--- config.mk ---
export PLATFORM = sky130hd
export DESIGN_NAME = egress_arbiter_flat
export DESIGN_NICKNAME = d
export VERILOG_FILES = /design/src/rtl/egress_arbiter_pkg.sv /design/src/rtl/egress_arbiter_if.sv /design/src/rtl/egress_arbiter_rr_pick.sv /design/src/rtl/egress_arbiter.sv /design/src/flat_wrapper.sv
export SDC_FILE = /design/constraint.sdc
export NUM_CORES = 1
export LEC_CHECK = 0
export CAP_MARGIN = 5
export CORE_MARGIN = 10
export CORE_UTILIZATION = 35
export DETAILED_ROUTE_END_ITERATION = 8
export HOLD_SLACK_MARGIN = 0.02
export PLACE_DENSITY = 0.82
export SYNTH_ARGS = -nofsm -noshare
export SYNTH_HDL_FRONTEND = slang
export SYNTH_HIERARCHICAL = 1
export SYNTH_SLANG_ARGS = --single-unit
--- constraint.sdc ---
create_clock -name clk -period 2.99 [get_ports clk]
set_input_delay 0.7475 -clock clk [delete_from_list [all_inputs] [get_ports clk]]
set_output_delay 0.7475 -clock clk [all_outputs]
set_load 0.05 [all_outputs]
--- src/rtl/egress_arbiter_pkg.sv ---
// Shared switch definitions: port counts, AXI-Stream widths, arbiter state encoding.
// Latency: n/a (types and constants only).
// Backpressure: n/a.
package egress_arbiter_pkg;

    localparam int NUM_INGRESS_PORTS = 4;
    localparam int NUM_EGRESS_PORTS  = 4;
    localparam int AXIS_DATA_WIDTH   = 16;
    localparam int AXIS_DEST_WIDTH   = 2;

    typedef enum logic {
        ARB_IDLE = 1'b0,
        ARB_BUSY = 1'b1
    } arb_state_t;

    // Per-port stream bundles; the packet_switch level flattens these onto the arbiter ports.
    typedef struct packed {
        logic [AXIS_DATA_WIDTH-1:0] tdata;
        logic [AXIS_DEST_WIDTH-1:0] tdest;
        logic                       tvalid;
        logic                       tlast;
    } axis_d_source_t;

    typedef struct packed {
        logic tready;
    } axis_sink_t;

endpackage

--- src/rtl/egress_arbiter_if.sv ---
// Ingress/egress AXI-Stream bundle seen by one egress arbiter.
// Latency: n/a (wires only).
// Backpressure: tready flows from the egress side back to the granted ingress port.
//
// master modport: the switch fabric side (drives ingress streams, egress ready).
// slave modport : the arbiter side (drives ingress readies, egress stream).
interface egress_arbiter_if
    import egress_arbiter_pkg::*;
#(
    parameter int NUM_INGRESS = NUM_INGRESS_PORTS,
    parameter int DATA_WIDTH  = AXIS_DATA_WIDTH,
    parameter int DEST_WIDTH  = AXIS_DEST_WIDTH
);
    logic [NUM_INGRESS*DATA_WIDTH-1:0] in_tdata;
    logic [NUM_INGRESS*DEST_WIDTH-1:0] in_tdest;
    logic [NUM_INGRESS-1:0]            in_tvalid;
    logic [NUM_INGRESS-1:0]            in_tlast;
    logic [NUM_INGRESS-1:0]            in_tready;
    logic [DATA_WIDTH-1:0]             out_tdata;
    logic                              out_tvalid;
    logic                              out_tlast;
    logic                              out_tready;

    modport master (
        output in_tdata, in_tdest, in_tvalid, in_tlast, out_tready,
        input  in_tready, out_tdata, out_tvalid, out_tlast
    );

    modport slave (
        input  in_tdata, in_tdest, in_tvalid, in_tlast, out_tready,
        output in_tready, out_tdata, out_tvalid, out_tlast
    );
endinterface

--- src/rtl/egress_arbiter_rr_pick.sv ---
// Round-robin picker: first set request at or after rr_ptr, wrapping modulo N.
// Latency: combinational.
// Backpressure: none; pure function of req and rr_ptr.
//
// Ports: req (N requests), rr_ptr (scan start index), onehot/idx (winner), any (some request set).
module rr_pick #(
    parameter  int N  = 4,
    localparam int IW = (N > 1) ? $clog2(N) : 1
) (
    input  logic [N-1:0]  req,
    input  logic [IW-1:0] rr_ptr,
    output logic [N-1:0]  onehot,
    output logic [IW-1:0] idx,
    output logic          any
);
    always_comb begin
        int j;
        j      = 0;
        onehot = '0;
        idx    = '0;
        any    = 1'b0;
        for (int k = 0; k < N; k++) begin
            j = int'(rr_ptr) + k;
            if (j >= N) j = j - N;
            if (!any && req[j]) begin
                any       = 1'b1;
                onehot[j] = 1'b1;
                idx       = IW'(j);
            end
        end
    end
endmodule

--- src/rtl/egress_arbiter.sv ---
// Per-egress-port packet arbiter: round-robin over ingress ports whose tdest matches PORT_ID,
// grant held for a whole packet. Latency: 1 cycle request-to-first-beat, 0-cycle beat pass-through.
// Backpressure: out_tready is passed straight to the granted port's in_tready; others see 0.
//
// Ports: clk, reset (async, active-low), enable (egress mask bit), axis (slave modport of
// egress_arbiter_if), busy (packet granted), grant (one-hot, zero when idle).
// Optional macro EGRESS_ARB_PKT_CNT_EN adds pkt_cnt (saturating tlast counter) and pkt_cnt_clr.
module egress_arbiter
    import egress_arbiter_pkg::*;
#(
    parameter  int NUM_INGRESS = NUM_INGRESS_PORTS,
    parameter  int DATA_WIDTH  = AXIS_DATA_WIDTH,
    parameter  int DEST_WIDTH  = AXIS_DEST_WIDTH,
    parameter  int PORT_ID     = 0,
    localparam int IW          = (NUM_INGRESS > 1) ? $clog2(NUM_INGRESS) : 1
) (
    input  logic                   clk,
    input  logic                   reset,
    input  logic                   enable,
    egress_arbiter_if.slave        axis,
    output logic                   busy,
    output logic [NUM_INGRESS-1:0] grant
`ifdef EGRESS_ARB_PKT_CNT_EN
    ,
    output logic [15:0]            pkt_cnt,
    input  logic                   pkt_cnt_clr
`endif
);
    arb_state_t             state;
    logic [IW-1:0]          gidx;
    logic [IW-1:0]          rr_ptr;
    logic [NUM_INGRESS-1:0] req;
    logic [NUM_INGRESS-1:0] pick_onehot;
    logic [IW-1:0]          pick_idx;
    logic                   pick_any;
    logic                   last_accept;

    // tdest only matters while idle: once granted, the mux ignores it.
    always_comb begin
        req = '0;
        for (int i = 0; i < NUM_INGRESS; i++) begin
            req[i] = axis.in_tvalid[i] && enable &&
                     (axis.in_tdest[i*DEST_WIDTH +: DEST_WIDTH] == DEST_WIDTH'(PORT_ID));
        end
    end

    rr_pick #(.N(NUM_INGRESS)) u_rr_pick (
        .req    (req),
        .rr_ptr (rr_ptr),
        .onehot (pick_onehot),
        .idx    (pick_idx),
        .any    (pick_any)
    );

    // Egress mux and ready return; everything forced to zero while idle.
    always_comb begin
        axis.out_tvalid = 1'b0;
        axis.out_tlast  = 1'b0;
        axis.out_tdata  = '0;
        axis.in_tready  = '0;
        if (state == ARB_BUSY) begin
            axis.out_tvalid = axis.in_tvalid[gidx];
            axis.out_tlast  = axis.in_tlast[gidx];
            axis.out_tdata  = axis.in_tdata[int'(gidx)*DATA_WIDTH +: DATA_WIDTH];
            axis.in_tready  = axis.out_tready ? grant : '0;
        end
    end

    assign last_accept = (state == ARB_BUSY) && axis.out_tvalid && axis.out_tready && axis.out_tlast;

    always_ff @(posedge clk or negedge reset) begin
        if (!reset) begin
            state  <= ARB_IDLE;
            grant  <= '0;
            gidx   <= '0;
            rr_ptr <= '0;
            busy   <= 1'b0;
        end else begin
            case (state)
                ARB_IDLE: begin
                    if (pick_any) begin
                        state <= ARB_BUSY;
                        grant <= pick_onehot;
                        gidx  <= pick_idx;
                        busy  <= 1'b1;
                    end
                end
                ARB_BUSY: begin
                    // Returning to IDLE forces at least one bubble cycle between packets.
                    if (last_accept) begin
                        state  <= ARB_IDLE;
                        grant  <= '0;
                        busy   <= 1'b0;
                        rr_ptr <= (gidx == IW'(NUM_INGRESS-1)) ? '0 : gidx + IW'(1);
                    end
                end
                default: begin
                    state <= ARB_IDLE;
                    grant <= '0;
                    busy  <= 1'b0;
                end
            endcase
        end
    end

`ifdef EGRESS_ARB_PKT_CNT_EN
    // Clear wins over a same-cycle increment; count sticks at all-ones.
    always_ff @(posedge clk or negedge reset) begin
        if (!reset) begin
            pkt_cnt <= '0;
        end else if (pkt_cnt_clr) begin
            pkt_cnt <= '0;
        end else if (last_accept && (pkt_cnt != 16'hFFFF)) begin
            pkt_cnt <= pkt_cnt + 16'd1;
        end
    end
`endif

endmodule

--- src/flat_wrapper.sv ---
// flat-port wrapper written by rule: the top's interface ports become plain ports
module egress_arbiter_flat import egress_arbiter_pkg::*;
#(
    parameter  int NUM_INGRESS = NUM_INGRESS_PORTS,
    parameter  int DATA_WIDTH  = AXIS_DATA_WIDTH,
    parameter  int DEST_WIDTH  = AXIS_DEST_WIDTH,
    parameter  int PORT_ID     = 0,
    localparam int IW          = (NUM_INGRESS > 1) ? $clog2(NUM_INGRESS) : 1
)
  (clk, reset, enable, busy, grant, axis_in_tdata, axis_in_tdest, axis_in_tvalid, axis_in_tlast, axis_out_tready, axis_in_tready, axis_out_tdata, axis_out_tvalid, axis_out_tlast);
  egress_arbiter_if #(.NUM_INGRESS(NUM_INGRESS), .DATA_WIDTH(DATA_WIDTH), .DEST_WIDTH(DEST_WIDTH)) axis_i ();
  input  logic clk;
  input  logic reset;
  input  logic enable;
  output logic busy;
  output logic [NUM_INGRESS-1:0] grant;
  input wire logic [$bits(axis_i.in_tdata)-1:0] axis_in_tdata;
  input wire logic [$bits(axis_i.in_tdest)-1:0] axis_in_tdest;
  input wire logic [$bits(axis_i.in_tvalid)-1:0] axis_in_tvalid;
  input wire logic [$bits(axis_i.in_tlast)-1:0] axis_in_tlast;
  input wire logic [$bits(axis_i.out_tready)-1:0] axis_out_tready;
  output wire logic [$bits(axis_i.in_tready)-1:0] axis_in_tready;
  output wire logic [$bits(axis_i.out_tdata)-1:0] axis_out_tdata;
  output wire logic [$bits(axis_i.out_tvalid)-1:0] axis_out_tvalid;
  output wire logic [$bits(axis_i.out_tlast)-1:0] axis_out_tlast;
  assign axis_i.in_tdata = axis_in_tdata;
  assign axis_i.in_tdest = axis_in_tdest;
  assign axis_i.in_tvalid = axis_in_tvalid;
  assign axis_i.in_tlast = axis_in_tlast;
  assign axis_i.out_tready = axis_out_tready;
  assign axis_in_tready = axis_i.in_tready;
  assign axis_out_tdata = axis_i.out_tdata;
  assign axis_out_tvalid = axis_i.out_tvalid;
  assign axis_out_tlast = axis_i.out_tlast;
  egress_arbiter #(.NUM_INGRESS(NUM_INGRESS), .DATA_WIDTH(DATA_WIDTH), .DEST_WIDTH(DEST_WIDTH), .PORT_ID(PORT_ID)) u_core (.clk(clk), .reset(reset), .enable(enable), .axis(axis_i), .busy(busy), .grant(grant));
endmodule
==> metrics.md, run 1 <==
| Metric | Value |
|---|---|
| Outcome | completed |
| Worst hold stages | 2 |
| Detailed Route WL | between 5000 and 6000 um |
| Clk_skew | about 3.0 ps |
| WHS Endpoint | u_core/busy |
| Clock buffer depth | 2 |
| Fin crit share | slightly above 90% |
| Rows | 23 |
| Critical path capture point type | flip-flop |
| Clock root buffer | clkbuf_8 |
| Fin crit period | between 2000 and 3000 ps |
| Die X | around 86 um |
| Layout cells sized above 1 | roughly a quarter |
| Number of port buffers | 110 |
| Critical path class | in -> reg |
| CP Launch Point | enable |
| TritonCTS Sinks | 10 |
| Critical Path Start Type | primary input |
| Min-Delay Path Class | reg -> reg |
| Worst-skew pair later-pin latency | 230 ps |
| Final setup viols | 0 |
| Post-DP HPWL | 5041 um |
| Max-slew violation count | 0 |
| Htree depth | 1 |
| Leak Pwr | approximately 0.0011 uW |
| Vias in the first global route | between 1,500 and 2,000 |
| Ys Warns | 6 |
| Reg2reg path depth | 8 |
| Fillers | about 330 |
| DR iter-0 viols | 97 |
| WP data arrival | 2910 ps |
| FF-to-FF End | u_core/grant[1] |
| RD Place Congestion | 0.7930 |
| Grt ovf | 0 |
| Residual DRC count | 0 |
| DP Cell Count | slightly above 300 |
| Core Area | just over 4000 um^2 |
| Number of CTS-inserted buffers | 3 |
| Global-route wire length before repair | between 9000 and 10,000 um |
| Reg2Reg Launch Point | u_core/rr_ptr[0] |
| Ant. Diodes | 0 |
| Number of max-cap violations | 0 |
| Worst Path Max Fanout | 10 |
| Synthesized area per cell | 10.26 um^2 |
| Hold Crit Start | u_core/busy |
| Syn-to-layout area delta | 80.83% |
| Die height | roughly 86 um |
| Sequential-to-total area share from yosys stat | 16.60% |
| CTS clock-pin slew for the worst setup and hold paths | 40 ps |
| Largest net degree at the start of global routing | 27 |
| Final instance count without filler cells | 308 |
| Gr usage total | between 10% and 20% |
| Cells after Synth | between 100 and 150 |
| Io pins | approximately 110 |
| Initial Util | ~37% |
| Pre-antenna DRT Iters | 4 |
| CP max stage delay | approximately 530 ps |
| Rel. slew slack | between 50% and 60% |
| RSZ-0062 raised after global routing | false |
| Final Hold Fails | 0 |
| Initial antenna violation count | 0 |
| Power Dens Cells | between 700 and 800 nW/um^2 |
| Nets | approximately 350 |
| WP data required | around 3100 ps |
| Cell Area, Synth | ~1500 um^2 |
| CTS tree | built |
| Syn nets | between 200 and 250 |
| Routed via count | 1,627 |
| Register-to-register setup slack | 800 ps |
| CP Cell Sequence | clkdlybuf4s50_1 -> nand2_1 -> nor3_1 -> mux4_2 -> and2b_2 -> a22oi_1 -> o21ai_0 -> nand2_1 -> o21ai_0 |
| Full die area | about 7300 um^2 |
| Routed len/inst | 18.87 um |
| Max VDD drop | roughly 0.00031 V |
| Slowest-stage cell, CP | clkdlybuf4s50_1 |
| Fmax | between 300 and 400 MHz |
| Worst-margin pin slew | 674.7 ps |
| Post-synthesis register bit count | 10 |
| Avg Vias per Cell | 5.282 |
| Synth unique cells | 31 |
| Detail Route Antenna Nets | 0 |
| End-of-flow core utilization | ~67% |
-- per-layer routing --
| metal | up-vias | part of all wire, % | wire length (um) | track usage [%] |
|---|---|---|---|---|
| met1 | 759 | 40 | 2352 | 17.58 |
| met2 | 79 | 51 | 2953 | 28.68 |
| met5 | - | 0 | 0 | 0 |
| met3 | 4 | 7.9 | 460 | 3.974 |
| met4 | 0 | 0.79 | 46 | 3.144 |
| li1 | 785 | - | - | - |
-- registers in the layout, indices dropped and copies added (netlist names) --
name and flops:
u_core/rr_ptr 2, u_core/state 1, u_core/grant 4, u_core/busy 1, u_core/gidx 2
-- cell usage after synthesis, drive strengths merged --
cell type / number / area (um^2)
nor3: 6 / 30.03
mux2: 4 / 52.55
mux2i: 3 / 30.03
o21a: 1 / 15.01
inv: 5 / 18.77
and2: 17 / 106.4
o211ai: 1 / 7.510
and3: 5 / 31.28
o311ai: 1 / 8.760
a32o: 1 / 10.01
nor3b: 1 / 7.510
nor2: 5 / 18.77
o31ai: 1 / 7.510
ha: 9 / 112.6
a22oi: 8 / 60.06
buf: 6 / 47.54
a21oi: 1 / 5.000
clkbuf: 3 / 11.26
nor2b: 1 / 6.260
nand2b: 3 / 18.77
dfrtp: 10 / 250.2
mux4: 21 / 484.2
and2b: 1 / 8.760
nand2: 21 / 78.83
nor4b: 1 / 23.77
nor4: 1 / 6.260
o21ai: 10 / 50.05
-- critical path: cells and delay by family --
kind                   cells  cell delay (ps)
buffers and inverters      1              530
and+or+nand+nor            4              820
AOI/OAI and AO/OA          3              330
muxes                      1              480
-- worst max path at each step --
| stage | end | slack, ps |
|---|---|---|
| after CTS | u_core/gidx[0] | 200 |
| after floorplan | u_core/gidx[1] | 680 |
| after global routing | u_core/grant[3] | 8 |
| after detailed placement | u_core/gidx[0] | -40 |
| final | u_core/grant[3] | 190 |
| after global placement | u_core/grant[3] | 110 |
-- cells in the final DEF, fill, tap and decap left out, types with 2 or more instances in the layout --
master,Yosys,layout
dfrtp_1,10,10
and2_1,17,17
clkdlybuf4s50_1,0,88
and3_1,5,5
nor3_1,6,4
o21ai_0,10,10
clkbuf_8,0,3
mux4_2,18,18
ha_1,9,9
buf_4,2,24
mux2_4,2,2
nand2_1,21,21
mux4_1,3,3
buf_12,0,5
nor3_2,0,2
mux2_2,2,2
mux2i_1,3,3
nand2b_1,3,3
nor2_1,5,5
a22oi_1,8,8
inv_1,5,5
-- metrics by stage --
step	TNS, ps	total power, uW	setup slack [ps]	cell area (um^2)	hold slack (ps)
3_3_place_gp	0	1950	113.3	2673	530.4
4_1_cts	0	2110	201.5	2714	545.5
2_1_floorplan	0	1418	684.5	1508	451.9
3_5_place_dp	-218.1	1971	-42.37	2673	534.8
5_1_grt	0	2222	7.885	2726	576.6
6_report	0	2093	194.9	2726	542.4
-- final cells by class --
type                    count  area, um^2  area share, %
well taps                  50       62.56          2.295
repair buffers            117        1161          42.59
flip-flops and latches     10       250.2          9.179
multi-input cells         123        1192          43.74
inverters                   5       18.77         0.6884
clock buffers               3       41.29          1.514
-- timing repair --
action	4_1_cts	5_1_grt
setup buffers	0	0
hold buffers	0	0
setup endpoints to repair	0	6
gates resized for setup	0	3
-- power by group --
group          total, uW  switching (uW)  internal (uW)
combinational       1700             972            726
clock                135            47.2           87.7
sequential           260            79.1            181
total               2090            1100            995
-- kinds of logic after synthesis --
kind of cell,synth area share (%)
adder cells (fa/ha/maj),7.469
multiplexers,37.59
buffers and inverters,5.145
AO/OA/AOI/OAI,10.87
flip-flops,16.60
AND/OR/NAND/NOR,22.32
Note: power is estimated with default switching activity, not from simulation.
==> run 2, diff against run 1 <==
--- a/config.mk
+++ b/config.mk
@@ -11,6 +11,7 @@
 export DETAILED_ROUTE_END_ITERATION = 8
 export HOLD_SLACK_MARGIN = 0.02
 export PLACE_DENSITY = 0.82
+export SLEW_MARGIN = 20
 export SYNTH_ARGS = -nofsm -noshare
 export SYNTH_HDL_FRONTEND = slang
 export SYNTH_HIERARCHICAL = 1
==> results of run 2 <==
No change in the layout: final DEF, timing and power equal those of run 1.
==> run 3, diff against run 2 <==
--- a/config.mk
+++ b/config.mk
@@ -6,8 +6,10 @@
 export NUM_CORES = 1
 export LEC_CHECK = 0
 export CAP_MARGIN = 5
+export CORE_ASPECT_RATIO = 0.5
 export CORE_MARGIN = 10
 export CORE_UTILIZATION = 35
+export CTS_CLUSTER_DIAMETER = 100
 export DETAILED_ROUTE_END_ITERATION = 8
 export HOLD_SLACK_MARGIN = 0.02
 export PLACE_DENSITY = 0.82
==> run 3 against run 2 <==
  * Combinational power about the same
  * Clock-buffer cell count up 1
  * Via count up 0.18%
  * Maximum frequency down 3.0%
  * First-iteration DRC count down 31%
  * Worst hold slack worse by 7.5 ps
  * Largest cell class unchanged
==> metrics.md, run 3 (synthesis gave the netlist of run 1 again) <==
| Metric | Value |
|---|---|
| Syn-to-layout area delta | 82.74% |
| Routed via count | 1,630 (+0.18%) |
| Initial Util | 37.47% (+0.57 points) |
| CP Launch Point | enable |
| Initial antenna violation count | 0 (unchanged) |
| Max-slew violation count | 0 (unchanged) |
| WP data required | 3080 ps (-20 ps) |
| TritonCTS Sinks | 10 (unchanged) |
| Power Dens Cells | 779.0 nW/um^2 (+1.5%) |
| Hold buffer count at cts | 0 (unchanged) |
| Power share of the clock group | 7.9% (+1.5 points) |
| Sw power | 1122 uW (+2.2%) |
| Number of CTS-inserted buffers | 3 (unchanged) |
| Critical path capture point type | flip-flop |
| Nets | 353 (unchanged) |
| Number of port buffers | 110 (unchanged) |
| Clk_skew | 4.007 ps (+1.007 ps) |
| Final instance count without filler cells | 313 (+1.6%) |
| Die X | 112.8 um (+32%) |
| CTS tree | built |
| Avg Vias per Cell | 5.208 (-1.4%) |
| Critical Path Start Type | primary input |
| Gr usage total | 15.89% (+0.31 points) |
| Setup repair bufs after CTS | 0 (unchanged) |
| Rel. slew slack | 56.94% (+1.9 points) |
| Residual DRC count | 0 (unchanged) |
| RD Place Congestion | 0.8165 (+3.0%) |
| Full die area | 7492 um^2 (+2.2%) |
| Fmax | 347.0 MHz (-3.0%) |
| Fin crit share | 96.38% (+2.9 points) |
| Grt met3 use | 2.717% (-1.3 points) |
| Post-CTS sizing | 0 (unchanged) |
| Detailed Route WL | 6080 um (+4.6%) |
| Min-Delay Path Class | reg -> reg |
| Clock root buffer | clkbuf_8 |
| Worst-skew pair later-pin latency | 240 ps (about the same) |
| Critical path class | in -> reg |
| End-of-flow core utilization | 68.47% (+1.8 points) |
| Max VDD drop | 0.0003019 V (-2.7%) |
| Post-DP HPWL | 5227 um (+3.7%) |
| Routed len/inst | 19.42 um (+2.9%) |
| Int Pwr | 1024 uW (+2.9%) |
| Largest net degree at the start of global routing | 27 (unchanged) |
| Commonest non-fill, non-tap cells in the layout | clkdlybuf4s50_1 (88), buf_4 (24), nand2_1 (21), mux4_2 (18), and2_1 (17) |
| CTS clock-pin slew for the worst setup and hold paths | 40 ps (about the same) |
| Final setup viols | 0 (unchanged) |
| Number of max-cap violations | 0 (unchanged) |
| Max reg flops | 4 (unchanged) |
| DP Cell Count | 309 (+1.3%) |
| Global-route wire length before repair | 9535 um (+1.7%) |
| Vias in the first global route | 1,769 (+2.1%) |
| Largest Register | u_core/grant |
| Share of total power in combinational logic | 80.1% (-1.0 points) |
| Tot Pwr | 2146 uW (+2.5%) |
| Ant. Diodes | 0 (unchanged) |
| Detail Route Antenna Nets | 0 (unchanged) |
| Register-to-register setup slack | 680 ps (-120 ps) |
| Leak Pwr | 0.001116 uW (+0.86%) |
| Layout cells sized above 1 | 24.32% (+1.1 points) |
| Die height | 66.41 um (-22%) |
| Final Hold Fails | 0 (unchanged) |
| Rows | 16 (-30%) |
| Outcome | completed |
| Grt ovf | 0 (unchanged) |
| Worst Path Max Fanout | 10 (unchanged) |
| Net Sw Frac | 52.30% (-0.17 points) |
| Io pins | 111 (unchanged) |
| Reg2Reg Launch Point | u_core/rr_ptr[0] |
| CP Capture Point | u_core/grant[1] |
| FF-to-FF End | u_core/grant[1] |
| Largest regs | u_core/grant: 4 flops, u_core/gidx: 2 flops, u_core/rr_ptr: 2 flops |
| Most common cell after layout, fill and taps aside | clkdlybuf4s50_1 |
| Reg2reg path depth | 8 (unchanged) |
| M1 GR Usage | 16.30% (-1.3 points) |
| GR met2 Demand/Resource | 33.36% (+4.7 points) |
| GRT busiest layer | met2 |
| Seq pwr share | 12.0% (-0.4 points) |
| Pre-antenna DRT Iters | 4 (unchanged) |
| WP data arrival | 2980 ps (+70 ps) |
| Clock buffer depth | 2 (unchanged) |
| Core Area | 4024 um^2 (-1.5%) |
| DR iter-0 viols | 67 (-31%) |
| Htree depth | 1 (unchanged) |
| Worst-margin pin slew | 646.0 ps (-28.78 ps) |
| Fin crit period | 2882 ps (+86.80 ps) |
run 3: per-stage QoR:
step	hold WS (ps)	worst slack [ps]	cell area, um^2	TNS, ps
detailed placement	524.4	-68.42	2678	-124.1
CTS	529.1	136.4	2733	0
global route	592.7	-32.14	2755	-32.14
floorplan	451.9	684.5	1508	0
finish	534.9	108.1	2755	0
global placement	520.1	-8.694	2678	-20.31
run 3: how the worst min path moves through the flow:
stage / start / to / slack (ps) / cells past startpoint
detailed placement: u_core/gidx[1] / u_core/gidx[1] / 520 / 2
global placement: u_core/gidx[1] / u_core/gidx[1] / 520 / 2
floorplan: reset / u_core/busy / 450 / 0
global route: u_core/busy / u_core/busy / 590 / 2
finish: u_core/gidx[1] / u_core/gidx[1] / 530 / 2
CTS: u_core/gidx[1] / u_core/gidx[1] / 530 / 2
run 3: layout make-up:
type | count | area (um^2)
Timing Repair Buffer | 117 | 1161
Clock buffer | 4 | 55.05
Inverter | 5 | 18.77
Tap cell | 54 | 67.56
Fill cell | 295 | 1269
Multi-Input combinational cell | 123 | 1202
Sequential cell | 10 | 250.2
run 3: critical path: stages:
cell and delay (ps):
clkdlybuf4s50_1 510, nand2_1 80, nor3_1 410, mux4_2 480, and2b_2 280, a22oi_1 140, o21ai_0 120, nand2_1 90
o21ai_0 120
run 3: per-layer routing:
layer,wire length (um),share of wire [%]
met1,2203,36
met5,0,0
met3,251,4.1
met2,3570,59
met4,53,0.87
run 3: power groups by stage:
stage / clock network [uW] / logic (uW) / registers, uW
floorplan: 0 / 1110 / 305
global placement: 0 / 1690 / 260
detailed placement: 0 / 1720 / 261
CTS: 174 / 1730 / 260
global route: 181 / 1810 / 272
finish: 169 / 1720 / 258
